--- config.mk ---
export PLATFORM = sky130hd
export DESIGN_NAME = fp_addsub_except_pipe_flat
export DESIGN_NICKNAME = d
export VERILOG_FILES = /design/src/rtl/fp_addsub_except_pipe_if.sv /design/src/rtl/fp_addsub_except_pipe.sv /design/src/flat_wrapper.sv
export SDC_FILE = /design/constraint.sdc
export NUM_CORES = 1
export LEC_CHECK = 0
export ABC_AREA = 0
export CAP_MARGIN = 30
export CORE_ASPECT_RATIO = 2
export CORE_UTILIZATION = 35
export CTS_BUF_LIST = sky130_fd_sc_hd__clkbuf_8
export DETAILED_ROUTE_END_ITERATION = 8
export PLACE_DENSITY = 0.87
export SLEW_MARGIN = 20
export SYNTH_ARGS = -nofsm -noshare
export SYNTH_HDL_FRONTEND = slang
export SYNTH_SLANG_ARGS = --single-unit
--- constraint.sdc ---
create_clock -name clk -period 2.35 [get_ports clk]
set_input_delay 0.47 -clock clk [delete_from_list [all_inputs] [get_ports clk]]
set_output_delay 0.47 -clock clk [all_outputs]
set_load 0.01 [all_outputs]
--- src/rtl/fp_addsub_except_pipe_if.sv ---
// Operand/result bus for fp_addsub_except_pipe.
// Handshake: a transfer happens on a rising clk edge where valid and ready
// are both 1 (in_valid/in_ready on the operand side, out_valid/out_ready on
// the result side). A producer holds its payload stable while valid is high
// and ready is low. The consumer's ready may depend combinationally on state.
// The slave modport is the block itself; the master modport is its
// environment: the upstream operand source and the downstream result sink.
interface fp_addsub_except_pipe_if #(
    parameter int EXP_W = 8,
    parameter int MAN_W = 23
);
    localparam int W = 1 + EXP_W + MAN_W;

    // operand side
    logic          in_valid;
    logic          in_ready;
    logic          sel;
    logic [W-1:0]  a;
    logic [W-1:0]  b;

    // result side
    logic          out_valid;
    logic          out_ready;
    logic [1:0]    op;
    logic [1:0]    exc;
    logic          res_zero;
    logic          invalid;
    logic [W-1:0]  special_res;

    // sticky invalid flag
    logic          flag_clr;
    logic          flag_invalid;

    modport slave (
        input  in_valid, sel, a, b, out_ready, flag_clr,
        output in_ready, out_valid, op, exc, res_zero, invalid, special_res,
               flag_invalid
    );

    modport master (
        output in_valid, sel, a, b, out_ready, flag_clr,
        input  in_ready, out_valid, op, exc, res_zero, invalid, special_res,
               flag_invalid
    );
endinterface

--- src/rtl/fp_addsub_except_pipe.sv ---
// fp_addsub_except_pipe: two-stage special-operand classifier and exception
// resolver for an FP add/sub datapath of width 1+EXP_W+MAN_W.
// Stage 1 registers the operand classes and effective signs; stage 2 registers
// the resolved exception code, invalid bit and canonical special result.
// Optional feature macro: FP_EXC_STICKY_EN enables the sticky invalid flag
// (flag_invalid / flag_clr). Without it flag_invalid is tied to 0.
module fp_addsub_except_pipe #(
    parameter int EXP_W = 8,
    parameter int MAN_W = 23
) (
    input  logic                   clk,
    input  logic                   rst,
    fp_addsub_except_pipe_if.slave bus
);
    localparam int W = 1 + EXP_W + MAN_W;

    // operand classes
    localparam logic [2:0] CLS_ZERO = 3'd0;
    localparam logic [2:0] CLS_SUB  = 3'd1;
    localparam logic [2:0] CLS_NORM = 3'd2;
    localparam logic [2:0] CLS_INF  = 3'd3;
    localparam logic [2:0] CLS_QNAN = 3'd4;
    localparam logic [2:0] CLS_SNAN = 3'd5;

    // exception codes
    localparam logic [1:0] EXC_NUM  = 2'b00;
    localparam logic [1:0] EXC_INF  = 2'b01;
    localparam logic [1:0] EXC_NINF = 2'b10;
    localparam logic [1:0] EXC_NAN  = 2'b11;

    // canonical quiet NaN: sign 0, exponent all-ones, only mantissa MSB set
    localparam logic [W-1:0] QNAN_VAL = {1'b0, {EXP_W{1'b1}}, 1'b1, {(MAN_W-1){1'b0}}};

    function automatic logic [2:0] classify(input logic [W-1:0] x);
        logic [EXP_W-1:0] e;
        logic [MAN_W-1:0] m;
        logic [2:0]       c;
        e = x[W-2 -: EXP_W];
        m = x[MAN_W-1:0];
        if (e == '0) begin
            c = (m == '0) ? CLS_ZERO : CLS_SUB;
        end else if (e == '1) begin
            if (m == '0)
                c = CLS_INF;
            else if (m[MAN_W-1])
                c = CLS_QNAN;
            else
                c = CLS_SNAN;
        end else begin
            c = CLS_NORM;
        end
        return c;
    endfunction

    function automatic logic [W-1:0] inf_val(input logic s);
        return {s, {EXP_W{1'b1}}, {MAN_W{1'b0}}};
    endfunction

    // ---------------- stage 1 state ----------------
    logic       v1;
    logic [2:0] cls_a_q;
    logic [2:0] cls_b_q;
    logic       sign_a_q;
    logic       sign_b_q;

    // ---------------- stage 2 state ----------------
    logic         v2;
    logic [1:0]   op_q;
    logic [1:0]   exc_q;
    logic         res_zero_q;
    logic         invalid_q;
    logic [W-1:0] special_res_q;

    // Stage 1 may take a new pair when it is empty or its content moves on;
    // stage 2 loads when stage 1 holds a pair and stage 2 is empty or draining.
    logic load1;
    logic load2;

    assign bus.in_ready = !v1 || !v2 || bus.out_ready;
    assign load1        = bus.in_valid && bus.in_ready;
    assign load2        = v1 && (!v2 || bus.out_ready);

    // Stage 1 valid bit and operand classification registers
    always_ff @(posedge clk or posedge rst) begin
        if (rst) begin
            v1       <= 1'b0;
            cls_a_q  <= CLS_ZERO;
            cls_b_q  <= CLS_ZERO;
            sign_a_q <= 1'b0;
            sign_b_q <= 1'b0;
        end else begin
            if (load1) begin
                v1       <= 1'b1;
                cls_a_q  <= classify(bus.a);
                cls_b_q  <= classify(bus.b);
                sign_a_q <= bus.a[W-1];
                sign_b_q <= bus.sel ^ bus.b[W-1];
            end else if (load2) begin
                v1 <= 1'b0;
            end
        end
    end

    // ---------------- stage 2 resolution ----------------
    logic         nan_a, nan_b, snan_any, inf_a, inf_b, zero_a, zero_b;
    logic [1:0]   exc_d;
    logic         res_zero_d;
    logic         invalid_d;
    logic [W-1:0] special_res_d;

    assign nan_a    = (cls_a_q == CLS_QNAN) || (cls_a_q == CLS_SNAN);
    assign nan_b    = (cls_b_q == CLS_QNAN) || (cls_b_q == CLS_SNAN);
    assign snan_any = (cls_a_q == CLS_SNAN) || (cls_b_q == CLS_SNAN);
    assign inf_a    = (cls_a_q == CLS_INF);
    assign inf_b    = (cls_b_q == CLS_INF);
    assign zero_a   = (cls_a_q == CLS_ZERO);
    assign zero_b   = (cls_b_q == CLS_ZERO);

    // Priority case split: NaN, then INF combinations, then signed zero.
    // Subnormals fall through with normals as ordinary numbers.
    always_comb begin
        exc_d         = EXC_NUM;
        res_zero_d    = 1'b0;
        invalid_d     = 1'b0;
        special_res_d = '0;
        if (nan_a || nan_b) begin
            exc_d         = EXC_NAN;
            invalid_d     = snan_any;
            special_res_d = QNAN_VAL;
        end else if (inf_a && inf_b) begin
            if (sign_a_q == sign_b_q) begin
                exc_d         = sign_a_q ? EXC_NINF : EXC_INF;
                special_res_d = inf_val(sign_a_q);
            end else begin
                // inf - inf has no meaningful result
                exc_d         = EXC_NAN;
                invalid_d     = 1'b1;
                special_res_d = QNAN_VAL;
            end
        end else if (inf_a) begin
            exc_d         = sign_a_q ? EXC_NINF : EXC_INF;
            special_res_d = inf_val(sign_a_q);
        end else if (inf_b) begin
            exc_d         = sign_b_q ? EXC_NINF : EXC_INF;
            special_res_d = inf_val(sign_b_q);
        end else if (zero_a && zero_b) begin
            // round-to-nearest sign rule: -0 only when both addends are -0
            res_zero_d    = 1'b1;
            special_res_d = {(sign_a_q && sign_b_q), {(W-1){1'b0}}};
        end
    end

    // Stage 2 valid bit and result registers; results hold while stalled
    always_ff @(posedge clk or posedge rst) begin
        if (rst) begin
            v2            <= 1'b0;
            op_q          <= 2'b00;
            exc_q         <= EXC_NUM;
            res_zero_q    <= 1'b0;
            invalid_q     <= 1'b0;
            special_res_q <= '0;
        end else begin
            if (load2) begin
                v2            <= 1'b1;
                op_q          <= {sign_a_q, sign_b_q};
                exc_q         <= exc_d;
                res_zero_q    <= res_zero_d;
                invalid_q     <= invalid_d;
                special_res_q <= special_res_d;
            end else if (bus.out_ready) begin
                v2 <= 1'b0;
            end
        end
    end

    assign bus.out_valid   = v2;
    assign bus.op          = op_q;
    assign bus.exc         = exc_q;
    assign bus.res_zero    = res_zero_q;
    assign bus.invalid     = invalid_q;
    assign bus.special_res = special_res_q;

`ifdef FP_EXC_STICKY_EN
    logic flag_q;

    // Sticky invalid: set by an accepted invalid result, set beats clear
    always_ff @(posedge clk or posedge rst) begin
        if (rst)
            flag_q <= 1'b0;
        else if (v2 && bus.out_ready && invalid_q)
            flag_q <= 1'b1;
        else if (bus.flag_clr)
            flag_q <= 1'b0;
    end

    assign bus.flag_invalid = flag_q;
`else
    logic flag_clr_unused;

    assign flag_clr_unused  = bus.flag_clr;
    assign bus.flag_invalid = 1'b0;
`endif

endmodule

--- src/flat_wrapper.sv ---
// flat-port wrapper written by rule: the top's interface ports become plain ports
module fp_addsub_except_pipe_flat 
#(
    parameter int EXP_W = 8,
    parameter int MAN_W = 23
)
  (clk, rst, bus_in_valid, bus_sel, bus_a, bus_b, bus_out_ready, bus_flag_clr, bus_in_ready, bus_out_valid, bus_op, bus_exc, bus_res_zero, bus_invalid, bus_special_res, bus_flag_invalid);
  fp_addsub_except_pipe_if #(.EXP_W(EXP_W), .MAN_W(MAN_W)) bus_i ();
  input  logic clk;
  input  logic rst;
  input wire logic [$bits(bus_i.in_valid)-1:0] bus_in_valid;
  input wire logic [$bits(bus_i.sel)-1:0] bus_sel;
  input wire logic [$bits(bus_i.a)-1:0] bus_a;
  input wire logic [$bits(bus_i.b)-1:0] bus_b;
  input wire logic [$bits(bus_i.out_ready)-1:0] bus_out_ready;
  input wire logic [$bits(bus_i.flag_clr)-1:0] bus_flag_clr;
  output wire logic [$bits(bus_i.in_ready)-1:0] bus_in_ready;
  output wire logic [$bits(bus_i.out_valid)-1:0] bus_out_valid;
  output wire logic [$bits(bus_i.op)-1:0] bus_op;
  output wire logic [$bits(bus_i.exc)-1:0] bus_exc;
  output wire logic [$bits(bus_i.res_zero)-1:0] bus_res_zero;
  output wire logic [$bits(bus_i.invalid)-1:0] bus_invalid;
  output wire logic [$bits(bus_i.special_res)-1:0] bus_special_res;
  output wire logic [$bits(bus_i.flag_invalid)-1:0] bus_flag_invalid;
  assign bus_i.in_valid = bus_in_valid;
  assign bus_i.sel = bus_sel;
  assign bus_i.a = bus_a;
  assign bus_i.b = bus_b;
  assign bus_i.out_ready = bus_out_ready;
  assign bus_i.flag_clr = bus_flag_clr;
  assign bus_in_ready = bus_i.in_ready;
  assign bus_out_valid = bus_i.out_valid;
  assign bus_op = bus_i.op;
  assign bus_exc = bus_i.exc;
  assign bus_res_zero = bus_i.res_zero;
  assign bus_invalid = bus_i.invalid;
  assign bus_special_res = bus_i.special_res;
  assign bus_flag_invalid = bus_i.flag_invalid;
  fp_addsub_except_pipe #(.EXP_W(EXP_W), .MAN_W(MAN_W)) u_core (.clk(clk), .rst(rst), .bus(bus_i));
endmodule
[Word-level counts from Yosys, hierarchy flattened]
Index checks and enable logic that the tools add are counted.
Widths: inputs -> output; s select.
Cells by class
  mux-type cells: 35
  equality and inequality tests: 9
  reduce and logical (&&, ||, !) cells: 22
  add/subtract/negate cells: 0
  div/mod/pow operators: 0
  multipliers: 0
  bitwise logic cells: 1
  shift operators: 0
  $lt $le $gt $ge: 0
Operator list (number)
  $mux 32: 6
  $logic_not 23->1: 2
  $mux 3: 6
  $eq 8x8->1 const B: 2
  $logic_not 8->1: 2
  $mux 1: 16
  $mux 2: 7
  $eq 3x3->1 const B: 4
  $logic_or 1x1->1: 7
  $eq 3x2->1 const B: 2
  $logic_not 3->1: 2
  $logic_and 1x1->1: 5
  $reduce_bool 2->1: 2
  $logic_not 1->1: 2
  $eq 1x1->1: 1
  $xor 1x1->1: 1
Storage, ports and cells
  memories: 0
  memory bits (read-only): 0
  logic and storage cells: 78
  bits in latches: 0
  output and inout port bits: 41
  memory bits (writable): 0
  register bits after elaboration: 48

[Longest topological paths before layout]
  word-level depth: 7
  gate-level depth with buffers: 5

[Worst setup path before layout]
Ideal clock, no wire load.
  path kind: in2reg
  start: in bus_a[27]
  end: reg u_core.cls_a_q[1]
  cell stages on the path: 4
  buffers on the path: 0
  setup slack: 0.870 ns
  arrival time: 1.359 ns
  cell sequence: or4_1 nor2_1 nor2_1 a22o_1
On the way
  longest elaborated chain between the ends: 3
Ends and longest elaborated chain
  start, declared: line flat_wrapper.sv:13  | input wire logic [$bits(bus_i.a)-1:0] bus_a;
  $eq 8x8->1: line fp_addsub_except_pipe.sv:42  | end else if (e == '1) begin
  $mux 3: line fp_addsub_except_pipe.sv:42
  $mux 3 (*): line fp_addsub_except_pipe.sv:40  | if (e == '0) begin
  end signal, assigned: line fp_addsub_except_pipe.sv:94  | cls_a_q <= classify(bus.a);
  end, declared: line fp_addsub_except_pipe.sv:61  | logic [2:0] cls_a_q;
Mark *: on every way between the ends. The rest lies on a longest branch, timed or not.
A chain may end at the register's enable or synchronous reset.

[Worst setup path in the final report]
  start: in bus_out_ready
  end: out bus_in_ready
On the way
  longest elaborated chain between the ends: 1
Ends and longest elaborated chain
  start, declared: line flat_wrapper.sv:15  | input wire logic [$bits(bus_i.out_ready)-1:0] bus_out_ready;
  $logic_or 1x1->1: line fp_addsub_except_pipe.sv:79  | assign bus.in_ready = !v1 || !v2 || bus.out_ready;
  end, declared: line flat_wrapper.sv:17  | output wire logic [$bits(bus_i.in_ready)-1:0] bus_in_ready;
Every way passes these cells.

==> reports/results.txt <==
HPWL after detailed placement: 2.89 mm
DRT Pass-1 Iters: 6
row cnt: 31
maximum VDD drop: 0.000232 V
hold path start: u_core.bus.res_zero
Slew @ Worst Pin: 0.682 ns
combinational share of power: 39.1%
Port Buffers: 86
Switching Share: 28.6%
Syn Area/Cell: 8.55 µm²
R2R depth: 4
fill cell count: 329
RSZ-0062 raised after global routing: false
total gr overflow: 0
met2 Use GR: 35.6%
Critical Path Start Type: input port
core area: 3610 µm²
outcome: finished, violations left
via count: 1389
Tot GR Track Use: 17.6%
CTS clk-pin slew, worst paths: 0.06 ns
multi-input combinational cell area: 667 µm²
CTS H-tree lvls: 1
Crit Path Category: in2out
max-cap violations: 0
vias in the first global route: 1314
global-route wire length before repair: 5.12 mm
Synth cell types: 37
Worst EP arrival: 1.67 ns
Yosys warning count: 0
DR WL/cell: 11.4 µm
die span in x: 45.2 µm
FMAX: 468 MHz
pre-CTS setup slack: 0.214 ns
reg2reg start: u_core.cls_b_q[0]
Root Buffer: clkbuf_8
# IOs: 111
largest net degree at the start of global routing: 20
CTS Buf Count: 3
DRC: 1
Int Power: 736 µW
CP Capture Type: output pin
post-synthesis sequential area ratio: 36.3%
register area: 475 µm²
Hold Path Class: reg2reg
Iter 0 DRT Violations: 22
initial core utilization: 36.3%
die height: 88.5 µm
DR vias/cell: 4.94
CTS tree: yes
nets@finish: 305
synthesized area: 1310 µm²
GR Util met3: 1.43%
initial antenna violation count: 0
die area: 4000 µm²
post-CTS sizing: 0
GRT busiest layer: met2
Setup violations, final: 0
n_diodes: 0
Post-DRT Antenna Nets: 0
Syn-to-layout area delta: 62.0%
pwr/cell area: 486 nW/µm²
total power: 1030 µW
crit path max fanout: 4
Final Skew: 0.00296 ns
met1 Use GR: 14.1%
gpl congestion: 0.886
Max-slew headroom: 54.5%
max-slew violations: 0
failing checks: DRC
Hold Path Stages: 2
post-CTS setup buffer count: 0
Hold Buf Count CTS: 0
Final WS setup: 0.215 ns
setup TNS: 0 ns
register bit total from synthesis: 19
layout cells sized above 1: 2.16%
WL final: 3.21 mm
P_sw: 295 µW
Final Hold Viols: 0
Crit path required time: 1.88 ns
fin crit share: 90.9%
sequential share of power: 40.0%
r2r setup slk: 0.81 ns
Clock Tree Buf Depth: 2
Clock Sinks: 19
worst skew pair latency: 0.25 ns
Hold Path Sink: u_core.bus.res_zero
Synth Instances: 153
Clk pwr share: 21.0%
LEAKAGE: 0.000854 µW
RR Endpoint: u_core.bus.special_res[31]
Final min period: 2.14 ns
## cells in the mapped netlist (all sizes together)
cell,instances,area [µm²]
clkbuf,2,7.51
ha,2,25.0
nand4b,1,8.76
conb,1,3.75
nand3b,2,15.0
and3,1,6.26
o211ai,1,7.51
a21oi,2,10.0
a22o,3,27.5
or4,5,37.5
o22a,1,8.76
a221oi,1,8.76
o21ai,9,45.0
a2bb2oi,1,8.76
xor2,1,8.76
nor2,11,41.3
o31ai,2,15.0
nand4,6,37.5
nand2b,4,25.0
dfrtp,19,475
a31oi,2,12.5
and3b,2,17.5
nor2b,2,12.5
o32a,1,10.0
inv,3,11.3
a221o,1,10.0
or3,2,12.5
buf,31,230
and2,2,12.5
nand2,17,63.8
nor3,5,30.0
nor4,10,62.6
## power groups by stage
| stage | registers (µW) | clock network, µW | logic, µW |
|---|---|---|---|
| 2_1_floorplan | 427 | 0 | 202 |
| 3_3_place_gp | 416 | 0 | 396 |
| 3_5_place_dp | 419 | 0 | 404 |
| 4_1_cts | 413 | 223 | 406 |
| 5_1_grt | 419 | 232 | 441 |
| 6_report | 412 | 216 | 403 |
## final cells by class
class / instances / share of cell area (%)
clock buffer: 3 / 1.95
timing repair buffer: 86 / 40.6
inverter: 3 / 0.531
tap: 49 / 2.89
sequential: 19 / 22.4
clock inverter: 1 / 0.177
multi-input combinational: 120 / 31.4
## how the worst max path moves through the flow
| stage | start | end | slack, ns |
|---|---|---|---|
| finish | bus_out_ready | bus_in_ready | 0.21 |
| CTS | bus_out_ready | bus_in_ready | 0.20 |
| detailed placement | bus_out_ready | bus_in_ready | 0.21 |
| global route | bus_out_ready | bus_in_ready | 0.16 |
| global placement | bus_out_ready | bus_in_ready | 0.23 |
| floorplan | bus_a[27] | u_core.cls_a_q[1] | 0.87 |
## per-layer routing
layer | wire (µm) | part of all wire (%)
met1 | 830 | 26
met2 | 2010 | 63
met5 | 0 | 0
met3 | 228 | 7.1
met4 | 142 | 4.4
## worst max-delay path, stage by stage
cell	delay, ns
clkdlybuf4s50_1	0.46
nand3b_1	0.17
clkdlybuf4s50_1	0.56
## cell families after synthesis
kind of cell               synth area share, %
buffers and inverters                     19.0
and+or+nand+nor                           29.3
xor gates and xnor gates                 0.669
adders and majority gates                 1.91
AOI/OAI and AO/OA                         12.5
DFF                                       36.3
other                                    0.287
## registers in the layout, indices dropped and copies added, names as in the netlist, 2 cells and up
| signal | count |
|---|---|
| u_core.bus.exc | 2 |
| u_core.cls_a_q | 3 |
| u_core.bus.special_res | 3 |
| u_core.cls_b_q | 3 |
| u_core.bus.op | 2 |
## placed cells by master, fill, tap and decap left out, drive strengths merged, types with 3 or more instances in the layout
| cell | instances |
|---|---|
| nor2 | 11 |
| nor4 | 10 |
| inv | 4 |
| clkbuf | 3 |
| nand2b | 4 |
| clkdlybuf4s50 | 86 |
| dfrtp | 19 |
| o21ai | 9 |
| nand2 | 17 |
| a22o | 3 |
| nor3 | 5 |
| or4 | 5 |
| conb | 23 |
| nand4 | 6 |
## stage by stage
| stage | cells | util [%] | instance area [µm²] | hold slack [ns] |
|---|---|---|---|---|
| global route | 281 | 58.8 | 2120 | 0.520 |
| CTS | 281 | 58.8 | 2120 | 0.478 |
| floorplan | 175 | - | 1390 | 0.421 |
| finish | 281 | 58.8 | 2120 | 0.471 |
| detailed placement | 277 | 57.5 | 2080 | 0.462 |
| global placement | 277 | 57.5 | 2080 | 0.457 |
No activity file was read; power rests on OpenSTA's default activity.
